`config.mk`:
```
export PLATFORM = sky130hd
export DESIGN_NAME = fft_input_reorder
export DESIGN_NICKNAME = d
export VERILOG_FILES = /design/src/rtl/fft_pkg.sv /design/src/rtl/fft_input_reorder_bit_reverse.sv /design/src/rtl/fft_input_reorder.sv
export SDC_FILE = /design/constraint.sdc
export NUM_CORES = 1
export LEC_CHECK = 0
export ABC_AREA = 1
export CORE_UTILIZATION = 55
export CTS_CLUSTER_SIZE = 30
export DETAILED_ROUTE_END_ITERATION = 8
export PLACE_DENSITY = 0.8
export REMOVE_ABC_BUFFERS = 1
export SYNTH_ARGS = -nofsm -noshare
export SYNTH_HDL_FRONTEND = slang
export SYNTH_HIERARCHICAL = 1
export SYNTH_SLANG_ARGS = --single-unit
```
`constraint.sdc`:
```
create_clock -name clk -period 3.1 [get_ports clk]
set_input_delay 0.31 -clock clk [delete_from_list [all_inputs] [get_ports clk]]
set_output_delay 0.31 -clock clk [all_outputs]
set_load 0.01 [all_outputs]
```
`src/rtl/fft_pkg.sv`:
```
// Shared constants and types for the FFT front-end input reorder buffer.
package fft_pkg;

    localparam int unsigned SAMPLE_W     = 16;
    localparam int unsigned TW_FRAC_BITS = 14;

    // Unity twiddle W0 = 1.0 + j0 in Q2.14.
    localparam logic signed [SAMPLE_W-1:0] W0_REAL = SAMPLE_W'(1 << TW_FRAC_BITS);
    localparam logic signed [SAMPLE_W-1:0] W0_IMAG = '0;

    typedef enum logic {
        ST_FILL  = 1'b0,
        ST_DRAIN = 1'b1
    } fsm_state_t;

    // One complex sample as stored in the reorder buffer.
    typedef struct packed {
        logic signed [SAMPLE_W-1:0] re;
        logic signed [SAMPLE_W-1:0] im;
    } sample_t;

endpackage

```
`src/rtl/fft_input_reorder_bit_reverse.sv`:
```
// Combinational bit-reversal of an address, used for the DIT input order.
module bit_reverse #(
    parameter int unsigned WIDTH = 3
) (
    input  logic [WIDTH-1:0] i_addr,
    output logic [WIDTH-1:0] o_addr_rev_c
);

    // Mirror the address bits: bit i of the result is bit WIDTH-1-i of the input.
    always_comb begin
        o_addr_rev_c = '0;
        for (int i = 0; i < WIDTH; i++) begin
            o_addr_rev_c[i] = i_addr[WIDTH-1-i];
        end
    end

endmodule

```
`src/rtl/fft_input_reorder.sv`:
```
// FFT input reorder buffer: collects N complex samples (FILL), then presents
// them as N/2 stage-1 butterfly pairs (DRAIN) with the unity twiddle.
// Build option: define FFT_BITREV_EN to store samples at bit-reversed
// addresses (DIT input order); otherwise samples are stored in natural order.
module fft_input_reorder
    import fft_pkg::*;
#(
    parameter int unsigned N_LOG2 = 3
) (
    input  logic                       clk,
    input  logic                       rst,
    input  logic                       s_valid,
    output logic                       s_ready,
    input  logic signed [SAMPLE_W-1:0] s_real,
    input  logic signed [SAMPLE_W-1:0] s_imag,
    output logic                       m_valid,
    input  logic                       m_ready,
    output logic signed [SAMPLE_W-1:0] in1_real,
    output logic signed [SAMPLE_W-1:0] in1_imag,
    output logic signed [SAMPLE_W-1:0] in2_real,
    output logic signed [SAMPLE_W-1:0] in2_imag,
    output logic signed [SAMPLE_W-1:0] twiddle_real,
    output logic signed [SAMPLE_W-1:0] twiddle_imag,
    output logic                       m_last
);

    localparam int unsigned N    = 1 << N_LOG2;
    localparam int unsigned HALF = N / 2;
    localparam int unsigned K_W  = (N_LOG2 > 1) ? N_LOG2 - 1 : 1;

    fsm_state_t          r_state;
    fsm_state_t          w_state_nxt;
    logic [N_LOG2-1:0]   r_wr_cnt;
    logic [N_LOG2-1:0]   w_wr_cnt_nxt;
    logic [K_W-1:0]      r_k;
    logic [K_W-1:0]      w_k_nxt;

    sample_t             r_mem [N];

    logic [N_LOG2-1:0]   w_wr_addr;
    logic [N_LOG2-1:0]   w_even_addr;
    logic [N_LOG2-1:0]   w_odd_addr;
    sample_t             w_sample;
    sample_t             w_even;
    sample_t             w_odd;
    logic                w_wr_en;
    logic                w_last_wr;
    logic                w_pair_fire;
    logic                w_last_pair;
    logic                w_drain_nxt;

    logic                r_s_ready;
    logic                r_m_valid;
    logic                r_m_last;
    sample_t             r_in1;
    sample_t             r_in2;
    logic signed [SAMPLE_W-1:0] r_tw_re;
    logic signed [SAMPLE_W-1:0] r_tw_im;

`ifdef FFT_BITREV_EN
    bit_reverse #(
        .WIDTH (N_LOG2)
    ) u_bit_reverse (
        .i_addr       (r_wr_cnt),
        .o_addr_rev_c (w_wr_addr)
    );
`else
    assign w_wr_addr = r_wr_cnt;
`endif

    assign w_sample    = '{re: s_real, im: s_imag};
    assign w_wr_en     = (r_state == ST_FILL) && s_valid;
    assign w_last_wr   = (r_wr_cnt == N_LOG2'(N - 1));
    assign w_pair_fire = (r_state == ST_DRAIN) && m_ready;
    assign w_last_pair = (r_k == K_W'(HALF - 1));

    // FSM state register.
    always_ff @(posedge clk or posedge rst) begin
        if (rst) begin
            r_state <= ST_FILL;
        end else begin
            r_state <= w_state_nxt;
        end
    end

    // Next-state, write counter and pair index update.
    always_comb begin
        w_state_nxt  = r_state;
        w_wr_cnt_nxt = r_wr_cnt;
        w_k_nxt      = r_k;
        case (r_state)
            ST_FILL: begin
                if (w_wr_en) begin
                    w_wr_cnt_nxt = r_wr_cnt + N_LOG2'(1);
                    if (w_last_wr) begin
                        w_state_nxt  = ST_DRAIN;
                        w_wr_cnt_nxt = '0;
                    end
                end
            end
            ST_DRAIN: begin
                if (w_pair_fire) begin
                    if (w_last_pair) begin
                        w_state_nxt = ST_FILL;
                        w_k_nxt     = '0;
                    end else begin
                        w_k_nxt = r_k + K_W'(1);
                    end
                end
            end
            default: begin
                w_state_nxt = ST_FILL;
            end
        endcase
    end

    // Operand fetch for the pair shown next cycle; forwards the sample being
    // written on the frame-closing edge so the first pair has no extra delay.
    always_comb begin
        w_even_addr = N_LOG2'({w_k_nxt, 1'b0});
        w_odd_addr  = w_even_addr | N_LOG2'(1);
        w_even      = r_mem[w_even_addr];
        w_odd       = r_mem[w_odd_addr];
        if (w_wr_en && (w_wr_addr == w_even_addr)) begin
            w_even = w_sample;
        end
        if (w_wr_en && (w_wr_addr == w_odd_addr)) begin
            w_odd = w_sample;
        end
    end

    assign w_drain_nxt = (w_state_nxt == ST_DRAIN);

    // Counters and registered output stage.
    always_ff @(posedge clk or posedge rst) begin
        if (rst) begin
            r_wr_cnt  <= '0;
            r_k       <= '0;
            r_s_ready <= 1'b1;
            r_m_valid <= 1'b0;
            r_m_last  <= 1'b0;
            r_in1     <= '0;
            r_in2     <= '0;
            r_tw_re   <= '0;
            r_tw_im   <= '0;
        end else begin
            r_wr_cnt  <= w_wr_cnt_nxt;
            r_k       <= w_k_nxt;
            r_s_ready <= !w_drain_nxt;
            r_m_valid <= w_drain_nxt;
            r_m_last  <= w_drain_nxt && (w_k_nxt == K_W'(HALF - 1));
            if (w_drain_nxt) begin
                r_in1   <= w_even;
                r_in2   <= w_odd;
                r_tw_re <= W0_REAL;
                r_tw_im <= W0_IMAG;
            end else begin
                r_in1   <= '0;
                r_in2   <= '0;
                r_tw_re <= '0;
                r_tw_im <= '0;
            end
        end
    end

    // Sample buffer write; contents survive reset by design.
    always_ff @(posedge clk) begin
        if (w_wr_en) begin
            r_mem[w_wr_addr] <= w_sample;
        end
    end

    assign s_ready      = r_s_ready;
    assign m_valid      = r_m_valid;
    assign m_last       = r_m_last;
    assign in1_real     = r_in1.re;
    assign in1_imag     = r_in1.im;
    assign in2_real     = r_in2.re;
    assign in2_imag     = r_in2.im;
    assign twiddle_real = r_tw_re;
    assign twiddle_imag = r_tw_im;

endmodule

```
After elaboration in Yosys (flattened, before gate mapping) --
Memory sizes are Yosys's and may differ from the RTL's. Index checks and enable logic that the tools add are counted.
Word-level totals: output and inout port bits 99, register bits 88, bits in writable memories 256, word-level logic and storage cells 42, memories 1, input port bits 36
Operators by class: mux-type cells 16, add/sub/neg operators 2, reduce and logical (&&, ||, !) cells 7, bitwise gates (word level) 1, equality and inequality tests 5
Memories:
- r_mem | depth 8, bits a word 32, read ports 2, clocked after memory_dff 0, write ports 1, RTL line fft_input_reorder.sv:38 | sample_t r_mem [N];
Operators by type and width (number):
- 32-bit 2-to-1 mux | 4
- 15-bit 2-to-1 mux | 1
- 3-bit == test | 2
- 1-bit 2-to-1 mux | 6
- 2-bit 2-to-1 mux | 3
- 1-bit logical AND | 5
- 2-bit == test (second input constant) | 2
- 3-bit by 1-bit adder with 3-bit output (second input constant) | 1
- 3-bit == test (second input constant) | 1
- 3-bit 2-to-1 mux | 1
- 2-bit by 1-bit adder with 2-bit output (second input constant) | 1
- 1-bit case mux with 2 select lines | 1
- 2-bit AND reduction | 1
- 1-bit logical NOT | 1
- 1-bit inverter | 1

Logic depth before layout (Yosys ltp) --
Gate-level depths: netlist (run 1).
depth in word-level cells 8, gate-level depth with buffers 11, mapped depth without buffers 9

Worst setup path after synthesis (run 1) --
OpenSTA, ideal clock, no wires.
path kind reg2reg, start point register twiddle_real[14] (netlist name), end point memory r_mem[1][0] (netlist name) (enable), period minus slack after synthesis 2.915 ns, data arrival time 2.494 ns, stages on the path, launching flop included 7, buffers on the path 1, data required time 2.679 ns, slack 0.185 ns, library setup time 0.421 ns, cells stage by stage dfrtp_1 inv_2 nand2_2 nor2_2 buf_2 inv_1 nor2_1
RTL lines (RTL line):
- end, declared | fft_input_reorder.sv:38

Worst setup path in the final report (run 1) --
start point register r_wr_cnt[1], end point register r_in1 (netlist bit in1_imag[5])
Between the ends: word-level cells in the longest chain between the ends 5, elaborated cells on any way between the ends 8, classes of those cells 2 x eq/ne; 5 x mux; 1 x reduce/logical
Ends and longest elaborated chain:
- start, declared | RTL line fft_input_reorder.sv:33 | logic [N_LOG2-1:0] r_wr_cnt;
- start signal, assigned | RTL line fft_input_reorder.sv:147 | r_wr_cnt <= w_wr_cnt_nxt;
- 3-bit == test | RTL line fft_input_reorder.sv:73 | assign w_last_wr = (r_wr_cnt == N_LOG2'(N - 1));
- 1-bit 2-to-1 mux | RTL line fft_input_reorder.sv:95 | if (w_last_wr) begin
- 1-bit 2-to-1 mux | RTL line fft_input_reorder.sv:93 | if (w_wr_en) begin
- 1-bit case mux with 2 select lines | RTL line fft_input_reorder.sv:91 | case (r_state)
- 32-bit 2-to-1 mux (*) | RTL line fft_input_reorder.sv:152 | if (w_drain_nxt) begin
- end signal, assigned | RTL line fft_input_reorder.sv:153 | r_in1 <= w_even;
- end, declared | RTL line fft_input_reorder.sv:55 | sample_t r_in1;
Every way passes the cells marked *; elsewhere a longest branch is shown, timed or not. A chain may end at the register's enable or synchronous reset.

==> run_results.csv, run 1 <==
group,metric,value,unit
sta,clock.fmax,0.402,GHz
layout,layout_common_cells,"nand3_1, inv_1, edfxtp_1",
grt,grt_pass1_wl,57900,um
sta,worst_pin_slew,1.06,ns
placed_design,place_area,16100,sq um
clock_tree,cts_hold_buf,0,
route,drtAntennaViolNets,0,
route,drt-pass1-iter-count,6,
layout,ff_latch_area,9490,sq um
yosys,synth-seq-cells,328,
yosys,synth_adder_area_share,0.251,%
route,drc,0,
yosys,synth_top_area_cell,"edfxtp_1",
status,status,"finished, final reports clean",
clock_tree,htree_levels,2,
sta,rsz0062_at_grt,"no",
worst_setup_path,worstRegToRegCells,7,
clock_tree,cts_resized,0,
clock_tree,postCtsSetupRepairBufs,0,
power,p_seq_share,33.8,%
yosys,synth-compound-area-share,0.168,%
yosys,yosys.area_share.xor_xnor,0,%
floorplanning,ios,135,
grt,globalRouteTotalUtil,26.8,%
clock_tree,clkSlewWorstSetupHoldPaths,0.06,ns
floorplanning,die_h,167,um
power,p_per_area,976,nW/um^2
power,power_leakage,7.82,nW
grt,antenna_found_initial,0,
min_path,hold_path.class,"in -> async",
sta,fin_worst_skew,0.0306,ns
power,p_int,0.0103,W
floorplanning,die_area,27800,sq um
layout,drive_gt1_share,7.34,%
clock_tree,cts_root_buf,"clkbuf_16",
worst_setup_path,endpoint_kind,"flop",
worst_setup_path,cp-start-kind,"flop",
worst_setup_path,path_max_fanout,31,
worst_setup_path,r2r-start,"r_wr_cnt[1]",
yosys,synth.area.top_cells,"edfxtp_1, dfrtp_1, nand3_1",
placed_design,hpwlAfterDp,20400,um
worst_setup_path,worstPathRequired,3.53,ns
clock_tree,cts.sinks,328,
layout,multiInputGateArea,3680,sq um
floorplanning,rows,59,
yosys,yosysWarnings,6,
placed_design,port_buffers,103,
yosys,synth_top_cell_area_share,51.5,%
power,power_switching_share,38.7,%
grt,grt_pass1_vias,10900,
yosys,synth-simple-area-share,22.8,%
sta,setup_viol,0,
worst_setup_path,arrival,2.92,ns
run,drv_cap,0,
layout,layout.nets,1634,
floorplanning,start_util,56.6,%
worst_setup_path,criticalPathCategory,"reg -> reg",
yosys,synthCells,1512,
sta,hold_violations,0,
clock_tree,clk_latency,0.53,ns
yosys,synth-seq-area-share,63.6,%
layout,fill_cells,1913,
sta,slew_headroom,29.3,%
clock_tree,clockBufferDepth,3,
clock_tree,numCtsBuffers,35,
layout,antenna_cells,0,
sta,hold_ws,0.204,ns
yosys,synthMuxAreaShare,0,%
route,via_per_inst,5.68,
power,power_switching,0.00654,W
worst_setup_path,r2r_setup_slack,0.61,ns
layout,syn_to_final_growth,15.8,%
yosys,synth.distinct_cells,21,
power,ir_drop,0.888,mV
grt,grt_overflow_total,0,
worst_setup_path,r2r_end,"in1_imag[5]",
sta,fin_crit_sh,80.2,%
route,wire_per_inst,18.7,um
yosys,syn_area,14900,sq um
power,pwr-share-comb,41.2,%
clock_tree,cts_tree,"done",
power,p_total,0.0169,W
yosys,synth_top_family_by_area,"simple AND/OR/NAND/NOR gates",
route,drt_iter0_drc,1489,
floorplanning,die_w,167,um
floorplanning,core_area,26400,sq um
route,vias,11100,
sta,min_period,2.49,ns
grt,grt_max_degree,81,
power,p_clk_share,25.0,%
route,drt_wl_total,36600,um
layout,final_common_cell,"nand3_1",
sta,drv_slew,0,
yosys,syn_avg_cell_area,9.87,sq um
layout,final_area,17300,sq um
placed_design,place_congestion,0.812,
worst max-delay path by stage:
stage | from | end | slack [ns] | cells past startpoint
after floorplan | r_k[0] | in2_imag[0] | -0.38 | 9
after global placement | s_valid | in1_real[14] | 0.56 | 6
after detailed placement | s_valid | in1_real[14] | 0.52 | 6
after CTS | r_wr_cnt[1] | in1_real[14] | 0.66 | 7
after global routing | r_wr_cnt[1] | in1_real[4] | 0.49 | 7
final | r_wr_cnt[1] | in1_imag[5] | 0.61 | 7
power by group through the flow:
stage          logic (W)  clock network [W]  registers [W]
2_1_floorplan    0.00392                  0        0.00594
3_3_place_gp     0.00658                  0        0.00578
3_5_place_dp     0.00679                  0        0.00579
4_1_cts          0.00687            0.00427        0.00571
5_1_grt          0.00753            0.00443        0.00577
6_report         0.00695            0.00421        0.00571
cells in the mapped netlist (all sizes together):
cell type,n
nand2,210
clkbuf,8
nor2,144
inv,302
nand4,64
a21oi,3
o21ai,2
dfrtp,71
buf,118
dfstp,1
nand3,329
edfxtp,256
conb,1
ha,3
state kept, by name (all words and copies together), names as in the netlist:
register,cells
m_last,1
r_mem,256
r_k,2
twiddle_real,1
in1_real,16
in2_real,16
in1_imag,16
s_ready,1
in2_imag,16
r_wr_cnt,3
metal layers:
| layer | vias up | global-route usage [%] | share of wire [%] | routed length (um) |
|---|---|---|---|---|
| li1 | 5021 | - | - | - |
| met4 | 0 | 12.0 | 3.5 | 1280 |
| met5 | - | 0 | 0 | 0 |
| met2 | 755 | 44.5 | 49 | 17800 |
| met1 | 5220 | 35.0 | 38 | 13900 |
| met3 | 116 | 4.40 | 9.8 | 3600 |
cell type report:
class,count,area share (%)
Multi-Input combinational cell,786,21.3
Sequential cell,328,54.9
Clock inverter,16,1.14
Timing Repair Buffer,142,8.09
Inverter,302,6.56
Tap cell,335,2.42
Clock buffer,48,5.59
worst max-delay path, cell delays in order, from the launching register on:
cell	delay (ns)
dfrtp_1	0.47
ha_1	0.23
ha_1	0.16
inv_1	0.08
o21ai_4	0.83
buf_4	0.43
nand2_1	0.09
nor2_1	0.12
through the flow:
stage | cells | setup TNS, ns | worst slack (ns) | util, %
floorplan | 1416 | -90.66 | -0.383 | -
global placement | 1893 | 0 | 0.560 | 61.2
detailed placement | 1893 | 0 | 0.525 | 61.2
CTS | 1957 | 0 | 0.655 | 65.6
global route | 1957 | 0 | 0.485 | 65.6
finish | 1957 | 0 | 0.614 | 65.6
kinds of logic after synthesis:
family,count (synthesis)
AND/OR/NAND/NOR,747
other,1
buffers and inverters,428
adder cells (fa/ha/maj),3
AO/OA/AOI/OAI,5
flip-flops,328
Note: power is estimated with default switching activity, not from simulation.
==> run 2: changes to the inputs <==
==> constraint.sdc (replaced) <==
create_clock -name clk -period 2.5 [get_ports clk]
set_input_delay 0.25 -clock clk [delete_from_list [all_inputs] [get_ports clk]]
set_output_delay 0.25 -clock clk [all_outputs]
set_load 0.01 [all_outputs]
==> run_results.csv, run 2 (synthesis results as in run 1) <==
group,metric,value,unit
layout,fill_cells,1914,
clock_tree,cts_resized,0,
clock_tree,cts_hold_buf,0,
floorplanning,core_area,26400,sq um
sta,fin_crit_sh,87.1,%
floorplanning,ios,135,
grt,grt_pass1_vias,11000,
placed_design,place_area,16300,sq um
power,power_leakage,7.90,nW
power,p_clk_share,24.2,%
sta,hold_ws,0.135,ns
power,pwr-share-comb,42.2,%
power,power_switching_share,38.6,%
floorplanning,die_h,167,um
sta,hold_violations,0,
sta,min_period,2.18,ns
placed_design,hpwlAfterDp,21500,um
floorplanning,die_w,167,um
layout,syn_to_final_growth,16.8,%
route,drtAntennaViolNets,0,
layout,ff_latch_area,9490,sq um
placed_design,place_congestion,0.792,
clock_tree,cts_tree,"done",
grt,antenna_found_initial,1,
run,drv_cap,0,
clock_tree,cts.sinks,328,
worst_setup_path,r2r-start,"r_k[0]",
clock_tree,htree_levels,2,
layout,final_common_cell,"nand3_1",
route,drt_iter0_drc,1378,
min_path,hold_path.class,"in -> async",
route,wire_per_inst,19.2,um
layout,layout.cells.non_filler,1965,
worst_setup_path,crit_path_start,"r_k[0]",
worst_setup_path,worstPathRequired,2.94,ns
worst_setup_path,endpoint_kind,"flop",
sta,slew_headroom,54.5,%
worst_setup_path,criticalPathCategory,"reg -> reg",
layout,multiInputGateArea,3680,sq um
route,drt_wl_total,37600,um
placed_design,port_buffers,103,
clock_tree,postCtsSetupRepairBufs,0,
floorplanning,die_area,27800,sq um
worst_setup_path,cp-start-kind,"flop",
layout,largest_reg_flops,256,
layout,layout.nets,1644,
sta,setup_tns,0,ns
sta,clock.fmax,0.459,GHz
clock_tree,numCtsBuffers,34,
worst_setup_path,r2r_setup_slack,0.32,ns
worst_setup_path,worstRegToRegCells,9,
grt,grt_max_degree,66,
route,vias,11200,
layout,antenna_cells,0,
sta,setup_viol,0,
layout,finish.utilization,66.2,%
sta,fin_worst_skew,0.0188,ns
grt,grt_pass1_wl,59300,um
floorplanning,start_util,56.6,%
clock_tree,clk_latency,0.52,ns
worst_setup_path,cp-endpoint,"in1_real[14]",
power,p_per_area,1210,nW/um^2
route,via_per_inst,5.71,
layout,drive_gt1_share,7.85,%
layout,top_register,"r_mem",
clock_tree,clkSlewWorstSetupHoldPaths,0.06,ns
floorplanning,rows,59,
grt,globalRouteTotalUtil,27.5,%
worst_setup_path,arrival,2.62,ns
placed_design,dpl.cell_count,1904,
power,ir_drop,0.769,mV
route,drc,0,
route,drt-pass1-iter-count,7,
power,power_switching,0.00815,W
layout,final_area,17400,sq um
sta,worst_pin_slew,0.682,ns
clock_tree,cts_root_buf,"clkbuf_16",
power,p_int,0.0130,W
clock_tree,clockBufferDepth,3,
power,p_seq_share,33.6,%
layout,layout_common_cells,"nand3_1, inv_1, edfxtp_1",
sta,drv_slew,0,
status,status,"finished, final reports clean",
worst_setup_path,path_max_fanout,12,
worst_setup_path,r2r_end,"in1_real[14]",
grt,grt_overflow_total,0,
sta,rsz0062_at_grt,"no",
run 2: routing by layer:
metal | global-route usage, % | vias up | routed length (um)
met4 | 11.7 | 2 | 1010
met5 | 0 | - | 11
li1 | - | 5027 | -
met2 | 45.6 | 761 | 18500
met1 | 35.7 | 5319 | 14100
met3 | 5.16 | 108 | 4040
run 2: per-stage QoR:
step           total power, W  setup WS (ns)
6_report               0.0211          0.322
3_3_place_gp           0.0157          0.287
2_1_floorplan          0.0122         -0.983
4_1_cts                0.0210          0.338
3_5_place_dp           0.0159          0.172
5_1_grt                0.0222          0.208
run 2: worst min path at each step:
stage / startpoint / endpoint / cells after the start
floorplan: s_imag[0] / r_mem[0][0] / 0
detailed placement: r_wr_cnt[0] / r_wr_cnt[0] / 2
global placement: r_wr_cnt[0] / r_wr_cnt[0] / 2
finish: rst / in2_real[14] / 2
global route: rst / in1_real[10] / 2
CTS: rst / in2_real[14] / 2
run 2: power groups by stage:
stage          logic, W  registers, W  clock network, W
6_report        0.00890       0.00710           0.00511
5_1_grt         0.00966       0.00717           0.00537
4_1_cts         0.00879       0.00710           0.00515
3_5_place_dp    0.00871       0.00720                 0
3_3_place_gp    0.00847       0.00719                 0
2_1_floorplan   0.00486       0.00737                 0
run 2: layout make-up:
class / instances / share of cell area, %
Clock buffer: 51 / 5.72
Clock inverter: 10 / 0.746
Inverter: 302 / 6.51
Multi-Input combinational cell: 786 / 21.1
Sequential cell: 328 / 54.4
Tap cell: 335 / 2.40
Timing Repair Buffer: 153 / 9.07
run 2: worst max-delay path, cell delays in order, from the launching register on:
cell     delay [ns]
dfrtp_1        0.45
ha_1           0.24
nor2_1         0.19
nand2_4        0.13
nand3_1        0.12
nand3_1        0.14
nor2_4         0.33
buf_4          0.31
nor2_1         0.08
nor2_1         0.12
